$ cat config.mk
export PLATFORM = sky130hd
export DESIGN_NAME = i2c_byte_ctrl
export DESIGN_NICKNAME = d
export VERILOG_FILES = /design/src/rtl/i2c_byte_ctrl.sv
export SDC_FILE = /design/constraint.sdc
export NUM_CORES = 1
export LEC_CHECK = 0
export BUFFER_PORTS_ARGS = -buffer_cell sky130_fd_sc_hd__buf_2
export CORE_MARGIN = 1.5
export CORE_UTILIZATION = 26
export DETAILED_ROUTE_END_ITERATION = 7
export PLACE_DENSITY = 0.45
export SYNTH_ARGS = -nofsm -noshare
export SYNTH_HDL_FRONTEND = slang
export SYNTH_SLANG_ARGS = --single-unit
$ cat constraint.sdc
create_clock -name clk_i -period 8.1 [get_ports clk_i]
set_clock_uncertainty 0.2 [all_clocks]
set_input_delay 1.62 -clock clk_i [delete_from_list [all_inputs] [get_ports clk_i]]
set_output_delay 1.62 -clock clk_i [all_outputs]
set_load 0.03 [all_outputs]
$ cat src/rtl/i2c_byte_ctrl.sv
// Byte-level I2C master sequencer: optional START, 8 data bits, ACK bit, optional STOP.
// SCL/SDA levels are registered and change only on phase boundaries of a CLK_DIV prescaler.
module i2c_byte_ctrl #(
    parameter int unsigned CLK_DIV = 125
) (
    input  logic       clk_i,
    input  logic       rst_i,
    input  logic       cmd_valid_i,
    output logic       cmd_ready_o,
    input  logic       cmd_start_i,
    input  logic       cmd_stop_i,
    input  logic       cmd_read_i,
    input  logic       cmd_nack_i,
    input  logic [7:0] tx_data_i,
    output logic       done_o,
    output logic       err_o,
    output logic [7:0] rx_data_o,
    output logic       ack_o,
    output logic       scl_o,
    output logic       sda_oe_o,
    input  logic       sda_i
);

    localparam int unsigned PW = 16;
    localparam logic [PW-1:0] PRESC_LOAD = PW'(CLK_DIV - 1);

    typedef enum logic [2:0] {
        S_IDLE,
        S_START,
        S_BIT,
        S_ACK,
        S_STOP
    } state_t;

    state_t        state_q, state_d;
    logic [1:0]    phase_q, phase_d;
    logic [PW-1:0] presc_q, presc_d;
    logic [2:0]    bit_cnt_q, bit_cnt_d;
    logic [7:0]    shift_q, shift_d;
    logic          stop_q, stop_d;
    logic          read_q, read_d;
    logic          nack_q, nack_d;
    logic          held_q, held_d;
    logic          ready_q, ready_d;
    logic          done_q, done_d;
    logic          err_q, err_d;
    logic [7:0]    rx_q, rx_d;
    logic          ack_q, ack_d;
    logic          scl_q, scl_d;
    logic          sda_oe_q, sda_oe_d;
    logic          tick;
    logic          enter;

    assign tick = (presc_q == '0);

    // State register
    always_ff @(posedge clk_i) begin
        if (rst_i) begin
            state_q   <= S_IDLE;
            phase_q   <= 2'd0;
            presc_q   <= '0;
            bit_cnt_q <= 3'd0;
            shift_q   <= 8'd0;
            stop_q    <= 1'b0;
            read_q    <= 1'b0;
            nack_q    <= 1'b0;
            held_q    <= 1'b0;
            ready_q   <= 1'b1;
            done_q    <= 1'b0;
            err_q     <= 1'b0;
            rx_q      <= 8'd0;
            ack_q     <= 1'b0;
            scl_q     <= 1'b1;
            sda_oe_q  <= 1'b0;
        end else begin
            state_q   <= state_d;
            phase_q   <= phase_d;
            presc_q   <= presc_d;
            bit_cnt_q <= bit_cnt_d;
            shift_q   <= shift_d;
            stop_q    <= stop_d;
            read_q    <= read_d;
            nack_q    <= nack_d;
            held_q    <= held_d;
            ready_q   <= ready_d;
            done_q    <= done_d;
            err_q     <= err_d;
            rx_q      <= rx_d;
            ack_q     <= ack_d;
            scl_q     <= scl_d;
            sda_oe_q  <= sda_oe_d;
        end
    end

    // Next-state logic and pad levels for the phase being entered
    always_comb begin
        state_d   = state_q;
        phase_d   = phase_q;
        presc_d   = presc_q;
        bit_cnt_d = bit_cnt_q;
        shift_d   = shift_q;
        stop_d    = stop_q;
        read_d    = read_q;
        nack_d    = nack_q;
        held_d    = held_q;
        ready_d   = ready_q;
        done_d    = 1'b0;
        err_d     = 1'b0;
        rx_d      = rx_q;
        ack_d     = ack_q;
        scl_d     = scl_q;
        sda_oe_d  = sda_oe_q;
        enter     = 1'b0;

        unique case (state_q)
            S_IDLE: begin
                if (cmd_valid_i && ready_q) begin
                    stop_d  = cmd_stop_i;
                    read_d  = cmd_read_i;
                    nack_d  = cmd_nack_i;
                    shift_d = tx_data_i;
                    if (!cmd_start_i && !held_q) begin
                        // No START and no owned bus: reject without touching the pads
                        done_d = 1'b1;
                        err_d  = 1'b1;
                    end else begin
                        state_d   = cmd_start_i ? S_START : S_BIT;
                        phase_d   = 2'd0;
                        bit_cnt_d = 3'd0;
                        presc_d   = PRESC_LOAD;
                        ready_d   = 1'b0;
                        enter     = 1'b1;
                    end
                end
            end
            S_START, S_BIT, S_ACK, S_STOP: begin
                if (!tick) begin
                    presc_d = presc_q - PW'(1);
                end else if (phase_q != 2'd3) begin
                    presc_d = PRESC_LOAD;
                    phase_d = phase_q + 2'd1;
                    enter   = 1'b1;
                    if (phase_q == 2'd2) begin
                        if (state_q == S_BIT && read_q) begin
                            shift_d = {shift_q[6:0], sda_i};
                        end
                        if (state_q == S_ACK && !read_q) begin
                            ack_d = ~sda_i;
                        end
                    end
                end else begin
                    presc_d = PRESC_LOAD;
                    phase_d = 2'd0;
                    enter   = 1'b1;
                    unique case (state_q)
                        S_START: begin
                            held_d    = 1'b1;
                            state_d   = S_BIT;
                            bit_cnt_d = 3'd0;
                        end
                        S_BIT: begin
                            if (!read_q) begin
                                shift_d = {shift_q[6:0], 1'b0};
                            end
                            if (bit_cnt_q == 3'd7) begin
                                state_d = S_ACK;
                            end else begin
                                bit_cnt_d = bit_cnt_q + 3'd1;
                            end
                        end
                        S_ACK: begin
                            if (stop_q) begin
                                state_d = S_STOP;
                            end else begin
                                state_d = S_IDLE;
                            end
                        end
                        S_STOP: begin
                            held_d  = 1'b0;
                            state_d = S_IDLE;
                        end
                        default: ;
                    endcase
                    if (state_d == S_IDLE) begin
                        // Finish: pads keep their last level, bus stays held if no STOP
                        enter   = 1'b0;
                        presc_d = '0;
                        done_d  = 1'b1;
                        ready_d = 1'b1;
                        if (read_q) begin
                            rx_d = shift_q;
                        end
                    end
                end
            end
            default: begin
                state_d = S_IDLE;
            end
        endcase

        if (enter) begin
            unique case (state_d)
                S_START: begin
                    scl_d    = (phase_d == 2'd0) ? ~held_q : (phase_d != 2'd3);
                    sda_oe_d = phase_d[1];
                end
                S_BIT: begin
                    scl_d    = (phase_d == 2'd1) || (phase_d == 2'd2);
                    sda_oe_d = read_d ? 1'b0 : ~shift_d[7];
                end
                S_ACK: begin
                    scl_d    = (phase_d == 2'd1) || (phase_d == 2'd2);
                    sda_oe_d = read_d ? ~nack_d : 1'b0;
                end
                S_STOP: begin
                    scl_d    = (phase_d != 2'd0);
                    sda_oe_d = (phase_d != 2'd3);
                end
                default: ;
            endcase
        end
    end

    assign cmd_ready_o = ready_q;
    assign done_o      = done_q;
    assign err_o       = err_q;
    assign rx_data_o   = rx_q;
    assign ack_o       = ack_q;
    assign scl_o       = scl_q;
    assign sda_oe_o    = sda_oe_q;

endmodule

# == After elaboration in Yosys (flattened, before gate mapping) ==
# Index checks and enable logic that the tools add are counted.
# totals
regBits,50
latchBits,0
ramBits,0
romBits,0
in_bits,16
out_inout_bits,14
elab_cells,147
mem_count,0
# classes
add_sub_neg,3
n_mul,0
div,0
order_cmp,0
n_eq_ne,25
shifts,0
n_mux,66
bitwise,6
reduce_logical,30
# op_table
operator,count
8-bit two-way mux,7
16-bit two-way mux,3
3-bit two-way mux,14
16-bit case mux with 2 select lines,1
1-bit two-way mux,22
3-bit inequality test (second input constant),6
3-bit case mux with 2 select lines,3
16-bit logical NOT,1
8-bit case mux with 2 select lines,1
16-bit by 1-bit subtractor with 16-bit output (second input constant),1
7-bit two-way mux,2
2-bit inequality test (second input constant),7
7-bit AND reduction,2
3-bit by 2-bit equality test with 1-bit output (second input constant),4
3-bit case mux with 4 select lines,1
2-bit two-way mux,5
5-bit AND reduction,2
3-bit equality test (second input constant),3
1-bit case mux with 2 select lines,4
3-bit by 1-bit equality test with 1-bit output (second input constant),2
3-bit logical NOT,2
1-bit NOT,6
2-bit AND reduction,3
6-bit AND reduction,1
18 further kinds,27

# == Longest topological paths before layout ==
# Gate-level depths: netlist of run 1.
# logic_depth
ltp_word,13
ltp_mapped,15
depth_no_buf,14

# == Worst setup path after synthesis of run 1 ==
# No wires, ideal clock.
# synth_timing
path_type,input -> register
from,input cmd_valid_i
to,register scl_q (netlist: scl_o)
setup_time_ns,0.135
arrival_time_ns,2.990
required_ns,7.765
slack_ns,4.775
path_stages,10
path_buffers,0
cell_sequence,o211ai_1 a21oi_1 o21ai_1 a21oi_1 ha_1 nor2_1 a31oi_1 nor2_1 a21oi_1 a41oi_1
# synth_via
elab_chain_cells,7
elab_cells_between_ends,22
cone_classes,eq/ne: 7; mux: 8; reduce/logical: 7
# synth_rtl
item,line,rtl
"start, declared",8,"input logic cmd_valid_i,"
1-bit logical AND *,117,if (cmd_valid_i && ready_q) begin
3-bit two-way mux,117,
3-bit case mux with 2 select lines,115,unique case (state_q)
3-bit by 2-bit equality test with 1-bit output,202,unique case (state_d)
2-bit OR reduction (no line),-,
3-bit nonzero test (no line),-,
2-bit AND reduction (no line),-,
"end signal, assigned",90,scl_q <= scl_d;
"end, declared",49,"logic scl_q, scl_d;"
# Every way passes the cells marked *; elsewhere a longest branch is shown, timed or not.
# A chain may end at the register's enable or synchronous reset.

# == Worst setup path in the final report of run 1 ==
# layout_timing
from,input cmd_start_i
to,register scl_q (netlist: scl_o)
# layout_via
elab_chain_cells,9
elab_cells_between_ends,27
cone_classes,eq/ne: 7; mux: 12; reduce/logical: 8
# layout_rtl
item,line,rtl
"start, declared",10,"input logic cmd_start_i,"
1-bit logical NOT,122,if (!cmd_start_i && !held_q) begin
1-bit logical AND,122,
3-bit two-way mux,122,
3-bit two-way mux,117,
3-bit case mux with 2 select lines,115,
3-bit by 2-bit equality test with 1-bit output,202,
2-bit OR reduction (no line),-,
3-bit nonzero test (no line),-,
2-bit AND reduction (no line),-,
# Several ways; a longest one is shown, not always the timed one.

==> summary.md, run 1 <==
| Metric | Value |
|---|---|
| Post-Place Cells | `447` |
| Initial antenna violation count | `0` |
| Clk buf depth | `2` |
| Critical Path Fanout Max | `4` |
| Core Area | `9328 µm²` |
| Clock Tree Root | `clkbuf_8` |
| # nets final | `350` |
| Worst path bufs/invs | `1` |
| Most frequent cells in the layout | `dfxtp_1 (50), nor2_1 (49), buf_2 (29)` |
| Hold WS | `between 200 and 300 ps` |
| GPL Wtd Cong | `slightly below 0.8` |
| Layout cell share with drive strength beyond 1 | `14.77%` |
| Post-cts sizing count | `0` |
| Setup TNS | `0 ps` |
| Post-Syn Area | `2524 µm²` |
| Worst path slowest cell | `a21oi_1` |
| Starting Density | `a little over a quarter` |
| Rows | `35` |
| PortBufs | `29` |
| Maximum VDD drop | `0.06955 mV` |
| Worst path top cell family by delay | `compound AO/OA/AOI/OAI gates` |
| Final setup viols | `0` |
| Post-synth ARST share | `0%` |
| Worst skew pair latency | `around 300 ps` |
| Worst Setup End Kind | `flip-flop` |
| H-Tree Depth | `2` |
| Slew at the pin closest to its max-slew limit | `1062 ps` |
| Max_slew headroom | `between 20 and 30%` |
| DR WL/cell | `13.65 µm` |
| Largest net degree at the start of global routing | `34` |
| DRT antenna net count | `0` |
| Synth Instances | `300` |
| Slowest stage delay, CP | `between 300 and 400 ps` |
| Die Ht | `101.5 µm` |
| Ant. Diodes | `0` |
| WL final | `just over 6000 µm` |
| Place WS | `4380 ps` |
| Layout Area Growth over Synthesis | `13.04%` |
| Seq/Total Area, Yosys | `39.66%` |
| Max Freq | `~290 MHz` |
| CTS buffer count | `5` |
| Final min period | `3446 ps` |
| Max-cap viol count | `0` |
| Final period util | `between 40% and 50%` |
| Power Density | `236.2 nW/µm²` |
| Die W | `101.5 µm` |
| Commonest non-fill, non-tap cell in the layout | `dfxtp_1` |
| Max Slew Vio Count | `0` |
| # fillers | `1015` |
| Total track usage | `12.97%` |
| Worst setup margin | `approximately 4700 ps` |
| Final core area utilization | `30.58%` |
| Number of synthesized flops with an enable pin | `0` |
| Worst EP arrival | `3420 ps` |
| Number of vias per cell | `4.813` |
| Synth cell types | `a little under 60` |
| Initial DRC count | `96` |
| Hold-fix buffers at CTS | `0` |
| Postcts setup bufs | `0` |
| DRC Markers | `0` |
| Die area | `~10000 µm²` |
| CTS sink cnt | `50` |
| Synthesis Warnings | `0` |
| CTS tree | `done` |
| RSZ-0062 raised after global routing | `no` |
| Setup Crit Path Kind | `in2reg` |
| Grt total ovfl | `0` |
| Post-Syn Nets | `325` |
| #FFs+latches synth | `50` |
| CTS clk-pin slew, worst paths | `100 ps` |
| Leak | `1.146 nW` |
| IO Pins | `30` |
| Vias in the first global route | `2173` |
| Hold WC Path Type | `reg2reg` |
| Vias | `2185` |
| First-pass GRT wire length | `10550 µm` |
| Hold Vio Cnt, Final | `0` |
| Startpoint Class | `primary input` |
| Post-route insts no fill | `454` |
| CP Data Required Time | `8070 ps` |
| Top cell by count, worst path | `a21oi_1` |
| Top FF cell, synth | `dfxtp_1` |
| Outcome | `complete, no violations` |
| Syn avg cell area | `between 8 and 9 µm²` |
| Critical path, cell by cell | `buf_2 > o211ai_1 > a21oi_1 > o21ai_1 > a21oi_1 > ha_1 > nor2_1 > a31oi_1 > nor2_1 > a21oi_1 > a41oi_1` |
| TritonRoute pass-1 iters | `4` |
| Hpwl dp | `4525 µm` |
[cell usage after synthesis, drive strengths merged, types with 3 or more instances]
cell / number / area share, %
nand3b: 6 / 1.8
a211oi: 5 / 1.5
nor2b: 3 / 0.74
buf: 6 / 1.5
and2: 3 / 0.84
o21ai: 11 / 2.2
mux2i: 9 / 3.6
dfxtp: 50 / 40
nand2: 27 / 4.0
inv: 9 / 1.3
a21oi: 23 / 4.6
xnor2: 4 / 1.4
nor3: 13 / 2.8
nand2b: 6 / 1.5
xor2: 6 / 2.1
nand3: 6 / 1.2
a22oi: 6 / 1.8
clkbuf: 5 / 0.74
o21a: 3 / 0.89
ha: 9 / 4.5
nor4: 6 / 2.3
nand4: 5 / 1.5
nor2: 49 / 7.3
[stage by stage]
step,area (µm²),power [mW]
final,2853,0.6738
after global routing,2853,0.7267
after CTS,2853,0.6833
after detailed placement,2774,0.5400
after global placement,2774,0.5420
after floorplan,2524,0.4876
[where the power goes]
part / internal, mW / switching [mW] / leakage [nW] / total, mW
clock: 0.0582 / 0.0817 / 0.0438 / 0.140
combinational: 0.0890 / 0.135 / 0.695 / 0.224
sequential: 0.275 / 0.0354 / 0.408 / 0.310
total: 0.422 / 0.252 / 1.15 / 0.674
[cell type report]
class / count / area, µm² / share of cell area (%)
clock buffer: 5 / 68.82 / 2.412
clock inverter: 2 / 10.01 / 0.3509
multi-input combinational: 230 / 1433 / 50.22
sequential: 50 / 1001 / 35.09
inverter: 9 / 33.78 / 1.184
timing repair buffer: 29 / 145.1 / 5.088
tap: 129 / 161.4 / 5.658
[worst paths after layout]
path / from / endpoint / slack, ps / depth (start not counted)
setup / recovery: cmd_start_i / scl_o / 4650 / 11
hold / removal: bit_cnt_q[2] / bit_cnt_q[2] / 270 / 2
setup reg to reg: presc_q[0] / scl_o / 5220 / 14
hold reg to reg: bit_cnt_q[2] / bit_cnt_q[2] / 270 / 2
[registers in the layout (all words and copies together) (netlist names), 2 cells and up]
register   cells
presc_q       16
rx_data_o      8
shift_q        8
bit_cnt_q      3
state_q        3
phase_q        2
[logic make-up (layout without fill, tap and decap cells)]
kind of cell               count (synthesis)  after routing  share of synthesized area [%]
buffers and inverters                     20             45                          3.569
and+or+nand+nor                          136            136                          28.31
AOI/OAI and AO/OA                         65             65                          16.51
adders and majority gates                  9              9                          4.462
muxes                                     10             10                          4.016
xor gates and xnor gates                  10             10                          3.470
DFF                                       50             50                          39.66
[worst reg2reg max path: stages (launching register included)]
cell     delay [ps]
dfxtp_1         340
inv_1           100
ha_1            150
nor4b_2         330
and4_4          400
nand2_1         220
nor3_1          190
a21oi_1          90
inv_1            90
ha_1            170
nor2_1           50
a31oi_1         140
nor2_1           50
a21oi_1         110
a41oi_1         110
[layer usage]
metal / wire length, µm / vias up / track usage (%) / share of wire [%]
met5: 0 / - / 0 / 0
met3: 209 / 16 / 3.106 / 3.4
met2: 2777 / 38 / 20.41 / 45
li1: - / 1109 / - / -
met4: 121 / 0 / 4.915 / 2.0
met1: 3089 / 1022 / 17.18 / 50
No activity file was read; power rests on OpenSTA's default activity.
==> run 2: changes to the inputs <==
- PLACE_DENSITY: 0.45 -> 0.46
- clock period: 8.1 -> 2.9 ns (I/O delays scaled with it)
==> run 2 against run 1 <==
Register-to-register slack lost 5000 ps; wire length grew 3.4%; combinational power grew to 3.2 times the previous value; global-route usage grew 0.24 points; hold slack lost 8.6 ps.
==> summary.md, run 2 (synthesis results as in run 1) <==
| Metric | Value |
|---|---|
| Outcome | `complete, no violations` |
| Critical Path Fanout Max | `12 (+8)` |
| Clk buf depth | `2 (unchanged)` |
| Max_slew headroom | `60.71% (+32 points)` |
| Slew at the pin closest to its max-slew limit | `587.2 ps (-474.6 ps)` |
| Gr busiest metal | `met2` |
| Core Area | `9328 µm² (unchanged)` |
| Hold Vio Cnt, Final | `0 (unchanged)` |
| Worst Setup End Kind | `flip-flop` |
| DRT antenna net count | `0 (unchanged)` |
| PortBufs | `29 (unchanged)` |
| DRC Markers | `0 (unchanged)` |
| Die area | `10310 µm² (unchanged)` |
| Critical path, cell by cell | `or3_1 > nand2_1 > o21ai_1 > a21oi_1 > ha_1 > nor2_1 > a31oi_1 > nor2_1 > a21oi_1 > a41oi_1` |
| Ant. Diodes | `0 (unchanged)` |
| Total track usage | `13.21% (+0.24 points)` |
| Starting Density | `27.06% (unchanged)` |
| Die Ht | `101.5 µm (unchanged)` |
| Post-route insts no fill | `468 (+3.1%)` |
| # nets final | `364 (+4.0%)` |
| Combinational share of power | `35.8% (+2.6 points)` |
| Worst EP arrival | `2650 ps (-770 ps)` |
| Hold_sp | `sda_i` |
| Rows | `35 (unchanged)` |
| # fillers | `1005 (-0.99%)` |
| Sw power | `0.7348 mW (+190%)` |
| Final setup viols | `0 (unchanged)` |
| Worst path top cell family by delay | `compound AO/OA/AOI/OAI gates` |
| H-Tree Depth | `2 (unchanged)` |
| Hold WS | `266.0 ps (-8.613 ps)` |
| Power share of the sequential group | `43.8% (-2.2 points)` |
| Global-route met3 utilization | `2.484% (-0.62 points)` |
| Area post-placement | `2869 µm² (+3.4%)` |
| Final period util | `between 90% and 100%` |
| Vias | `2196 (+0.50%)` |
| Final Cell Area | `2982 µm² (+4.5%)` |
| Layout cell share with drive strength beyond 1 | `18.88% (+4.1 points)` |
| Max Freq | `372.2 MHz` |
| Die W | `101.5 µm (unchanged)` |
| CP startpoint | `state_q[2]` |
| Maximum VDD drop | `0.2269 mV (+230%)` |
| Switch share | `37.16% (-0.23 points)` |
| Vias in the first global route | `2118 (-2.5%)` |
| DR WL/cell | `13.69 µm (+0.28%)` |
| CTS buffer count | `5 (unchanged)` |
| Slowest stage delay, CP | `460 ps (+110 ps)` |
| Power Density | `663.3 nW/µm² (+180%)` |
| Internal Pwr Total | `1.243 mW (+190%)` |
| Met2 usage | `20.36% (-0.051 points)` |
| Clk pwr share | `20.4% (-0.4 points)` |
| Max-cap viol count | `0 (unchanged)` |
| Initial DRC count | `137 (+43%)` |
| WL final | `6406 µm (+3.4%)` |
| Hpwl dp | `4690 µm (+3.6%)` |
| Setup TNS | `0 ps (unchanged)` |
| Reg-to-Reg Start | `state_q[2]` |
| Top reg by flops | `presc_q` |
| Leak | `1.218 nW (+6.2%)` |
| Worst skew pair latency | `310 ps (about the same)` |
| FF/Latch Area | `1002 µm² (+0.12%)` |
| Number of vias per cell | `4.692 (-2.5%)` |
| Area occupied by multi-input gates | `1438 µm² (+0.35%)` |
| IO Pins | `30 (unchanged)` |
| CTS tree | `done` |
| Clock Tree Root | `clkbuf_8` |
| Hold WC Path Type | `in2reg` |
| Final core area utilization | `31.97% (+1.4 points)` |
| CTS sink cnt | `50 (unchanged)` |
| Setup Crit Path Kind | `reg2reg` |
| CP Data Required Time | `2860 ps (-5210 ps)` |
| TritonRoute pass-1 iters | `4 (unchanged)` |
| RSZ-0062 raised after global routing | `no` |
| Post-Place Cells | `458 (+2.5%)` |
| Most frequent cells in the layout | `nor2_1 (49), dfxtp_1 (49), buf_2 (29)` |
| Startpoint Class | `flip-flop` |
| Initial antenna violation count | `0 (unchanged)` |
| Final min period | `2687 ps` |
| Hold-fix buffers at CTS | `0 (unchanged)` |
| Worst path bufs/invs | `0 (-1)` |
| Worst path slowest cell | `dfxtp_1` |
| First-pass GRT wire length | `10660 µm (+1.0%)` |
| GPL Wtd Cong | `0.8526 (+7.6%)` |
| CTS clk-pin slew, worst paths | `100 ps (about the same)` |
| Met1 usage | `18.20% (+1.0 points)` |
| Grt total ovfl | `0 (unchanged)` |
| Max FFs per register | `16 (unchanged)` |
| Max Slew Vio Count | `0 (unchanged)` |
| Largest net degree at the start of global routing | `33 (-2.9%)` |
| Layout Area Growth over Synthesis | `18.15%` |
-- run 2: cell count changes in the layout (fill, tap and decap cells not counted), sizes merged --
cell | previous run | this run
buf | 29 | 43
clkinvlp | 0 | 2
clkinv | 2 | 0
-- run 2: final cells by class --
cell class | count | share of cell area, %
inverter | 9 | 1.133
sequential | 50 | 33.61
clock buffer | 5 | 2.308
multi-input combinational | 230 | 48.22
timing repair buffer | 43 | 8.812
clock inverter | 2 | 0.5036
tap | 129 | 5.413
-- run 2: metrics by stage --
| stage | worst slack, ps | power, mW |
|---|---|---|
| after floorplan | 362.4 | 1.362 |
| after global placement | 274.8 | 1.564 |
| after detailed placement | 218.6 | 1.562 |
| after CTS | 187.3 | 1.973 |
| after global routing | 0.1199 | 2.121 |
| final | 213.2 | 1.978 |
-- run 2: final timing paths --
kind,endpoint,slack [ps],depth (start not counted)
max,scl_o,210,10
min,ack_o,270,2
max reg2reg,scl_o,210,10
min reg2reg,bit_cnt_q[1],280,2
-- run 2: what timing repair did --
| item | in CTS | in global routing |
|---|---|---|
| endpoints found under the setup margin | 0 | 1 |
| resized for setup | 0 | 2 |
| setup buffers | 0 | 3 |
-- run 2: per-layer routing --
metal	vias up	wire, µm
met5	-	0
met4	0	110
met3	8	228
met2	38	2857
met1	1007	3209
li1	1143	-
-- run 2: power groups by stage --
stage	registers, mW	clock network [mW]	logic, mW
2_1_floorplan	0.872	0	0.490
3_3_place_gp	0.883	0	0.681
3_5_place_dp	0.881	0	0.681
4_1_cts	0.866	0.422	0.686
5_1_grt	0.882	0.442	0.797
6_report	0.866	0.404	0.707
==> run 3: changes to the inputs <==
==> constraint.sdc (replaced) <==
create_clock -name clk_i -period 2.9 [get_ports clk_i]
set_clock_uncertainty 0.2 [all_clocks]
set_input_delay 0.145 -clock clk_i [delete_from_list [all_inputs] [get_ports clk_i]]
set_output_delay 0.145 -clock clk_i [all_outputs]
set_load 0.03 [all_outputs]
==> run 3 against run 2 <==
Core utilization increased by 1.5 points; first-iteration DRC count decreased by 0.73%; global-route usage increased by 0.34 points; via count increased by 3.0%; sequential power about the same; hold slack got worse by 220 ps.
==> summary.md, run 3 (synthesis results as in run 1) <==
| Metric | Value |
|---|---|
| CTS buffer count | `5 (unchanged)` |
| CTS tree | `done` |
| Max Slew Vio Count | `0 (unchanged)` |
| Worst Setup End Kind | `flip-flop` |
| Largest net degree at the start of global routing | `33 (unchanged)` |
| H-Tree Depth | `2 (unchanged)` |
| Die area | `10310 µm² (unchanged)` |
| Outcome | `complete, no violations` |
| Vias in the first global route | `2157 (+1.8%)` |
| Most frequent cells in the layout | `dfxtp_1 (50), nor2_1 (49), buf_2 (29)` |
| Setup TNS | `0 ps (unchanged)` |
| Worst hold stages | `3 (+1)` |
| Hold WC Path Type | `in2reg` |
| Max_slew headroom | `54.91% (-5.8 points)` |
| Hold_sp | `cmd_start_i` |
| Worst skew pair latency | `320 ps (about the same)` |
| CTS sink cnt | `50 (unchanged)` |
| DRC Markers | `0 (unchanged)` |
| DRT antenna net count | `0 (unchanged)` |
| GPL Wtd Cong | `0.8299 (-2.7%)` |
| Vias | `2262 (+3.0%)` |
| Total track usage | `13.55% (+0.34 points)` |
| Number of vias per cell | `4.683 (-0.19%)` |
| Max Freq | `372.8 MHz (+0.18%)` |
| CP Data Required Time | `2970 ps (+110 ps)` |
| Power Density | `652.8 nW/µm² (-1.6%)` |
| Area post-placement | `2879 µm² (+0.35%)` |
| Leak | `1.284 nW (+5.4%)` |
| Slew at the pin closest to its max-slew limit | `673.9 ps (+86.72 ps)` |
| Hold Vio Cnt, Final | `0 (unchanged)` |
| Worst EP arrival | `2750 ps (+100 ps)` |
| Max FFs per register | `16 (unchanged)` |
| Clock Tree Root | `clkbuf_8` |
| Layout Area Growth over Synthesis | `23.85%` |
| IO Pins | `30 (unchanged)` |
| Reg-to-Reg Start | `presc_q[0]` |
| Ant. Diodes | `0 (unchanged)` |
| Commonest non-fill, non-tap cell in the layout | `dfxtp_1` |
| Startpoint Class | `flip-flop` |
| Critical Path Fanout Max | `7 (-5)` |
| First-pass GRT wire length | `10780 µm (+1.2%)` |
| Core Area | `9328 µm² (unchanged)` |
| TritonRoute pass-1 iters | `4 (unchanged)` |
| Worst path slowest cell | `or4_1` |
| PortBufs | `29 (unchanged)` |
| Rows | `35 (unchanged)` |
| CTS clk-pin slew, worst paths | `100 ps (about the same)` |
| Max-cap viol count | `0 (unchanged)` |
| Maximum VDD drop | `0.2012 mV (-11%)` |
| Layout cell share with drive strength beyond 1 | `19.21% (+0.33 points)` |
| # nets final | `378 (+3.8%)` |
| Die W | `101.5 µm (unchanged)` |
| Top reg by flops | `presc_q` |
| WL final | `6493 µm (+1.4%)` |
| Initial antenna violation count | `0 (unchanged)` |
| Grt total ovfl | `0 (unchanged)` |
| Critical path, cell by cell | `inv_1 > ha_1 > nor4b_2 > and4_4 > buf_4 > and2_4 > a221o_1 > or4_1 > a21boi_1 > o31a_1` |
| DR WL/cell | `13.44 µm (-1.8%)` |
| Final min period | `2682 ps (-4.759 ps)` |
| Die Ht | `101.5 µm (unchanged)` |
| Starting Density | `27.06% (unchanged)` |
| Final setup viols | `0 (unchanged)` |
| CP startpoint | `presc_q[0]` |
| Initial DRC count | `136 (-0.73%)` |
| Setup Crit Path Kind | `reg2reg` |
| Final period util | `92.48% (-0.16 points)` |
| Clk buf depth | `2 (unchanged)` |
| RSZ-0062 raised after global routing | `no` |
| Slowest stage delay, CP | `480 ps (+20 ps)` |
| Hpwl dp | `4739 µm (+1.0%)` |
| R2r worst-path depth | `10 (unchanged)` |
| Final Cell Area | `3126 µm² (+4.8%)` |
[run 3: changes by cell type in the layout (fill, tap and decap cells not counted), sizes merged]
cell	delta
clkinvlp	-1
dlygate4sd3	+12
buf	+2
inv	+1
clkbuf	+1
[run 3: worst max-delay path, delay by kind of cell, from the launching register on]
kind | cells | cell delay, ps
AO/OA/AOI/OAI | 3 | 620
adder cells (fa/ha/maj) | 1 | 200
buffers and inverters | 2 | 250
AND/OR/NAND/NOR | 4 | 990
flip-flops | 1 | 380
[run 3: area by class of cell]
class	instances	area [µm²]
clock inverter	2	16.27
tap	129	161.4
timing repair buffer	57	385.4
multi-input combinational	230	1445
clock buffer	6	82.58
fill	997	6202
inverter	9	33.78
sequential	50	1001
[run 3: power by group]
group,leakage [nW],switching (mW),internal [mW]
Clock,0.0478,0.255,0.197
Sequential,0.408,0.102,0.767
Combinational,0.829,0.404,0.315
[run 3: routing by layer]
| layer | GRT usage (%) | vias to the layer above | share of wire, % |
|---|---|---|---|
| met5 | 0 | - | 0 |
| met4 | 6.624 | 0 | 2.4 |
| met3 | 2.070 | 10 | 3.6 |
| met2 | 19.79 | 36 | 44 |
| met1 | 19.32 | 1050 | 50 |
| li1 | - | 1166 | - |
[run 3: worst paths after layout]
| check | slack, ps | end |
|---|---|---|
| setup / recovery | 220 | sda_oe_o |
| hold / removal | 40 | err_o |
| setup reg to reg | 220 | sda_oe_o |
| hold reg to reg | 280 | shift_q[6] |
[run 3: through the flow]
step / total power, mW / hold WS [ps] / utilization [%] / std cells / worst slack (ps)
6_report: 2.040 / 44.90 / 33.51 / 483 / 217.9
5_1_grt: 2.181 / 37.84 / 33.51 / 483 / 32.09
4_1_cts: 2.041 / 33.33 / 33.21 / 481 / 149.7
3_5_place_dp: 1.563 / 156.7 / 30.87 / 461 / 189.0
3_3_place_gp: 1.566 / 156.6 / 30.87 / 461 / 274.6
2_1_floorplan: 1.362 / 40.61 / - / 300 / 362.4
[run 3: repair_timing]
action | CTS | global route
setup endpoints to repair | 0 | 1
resized for setup | 0 | 3
setup buffers | 0 | 2
hold buffers | 12 | 0
endpoints found under the hold margin | 12 | 0
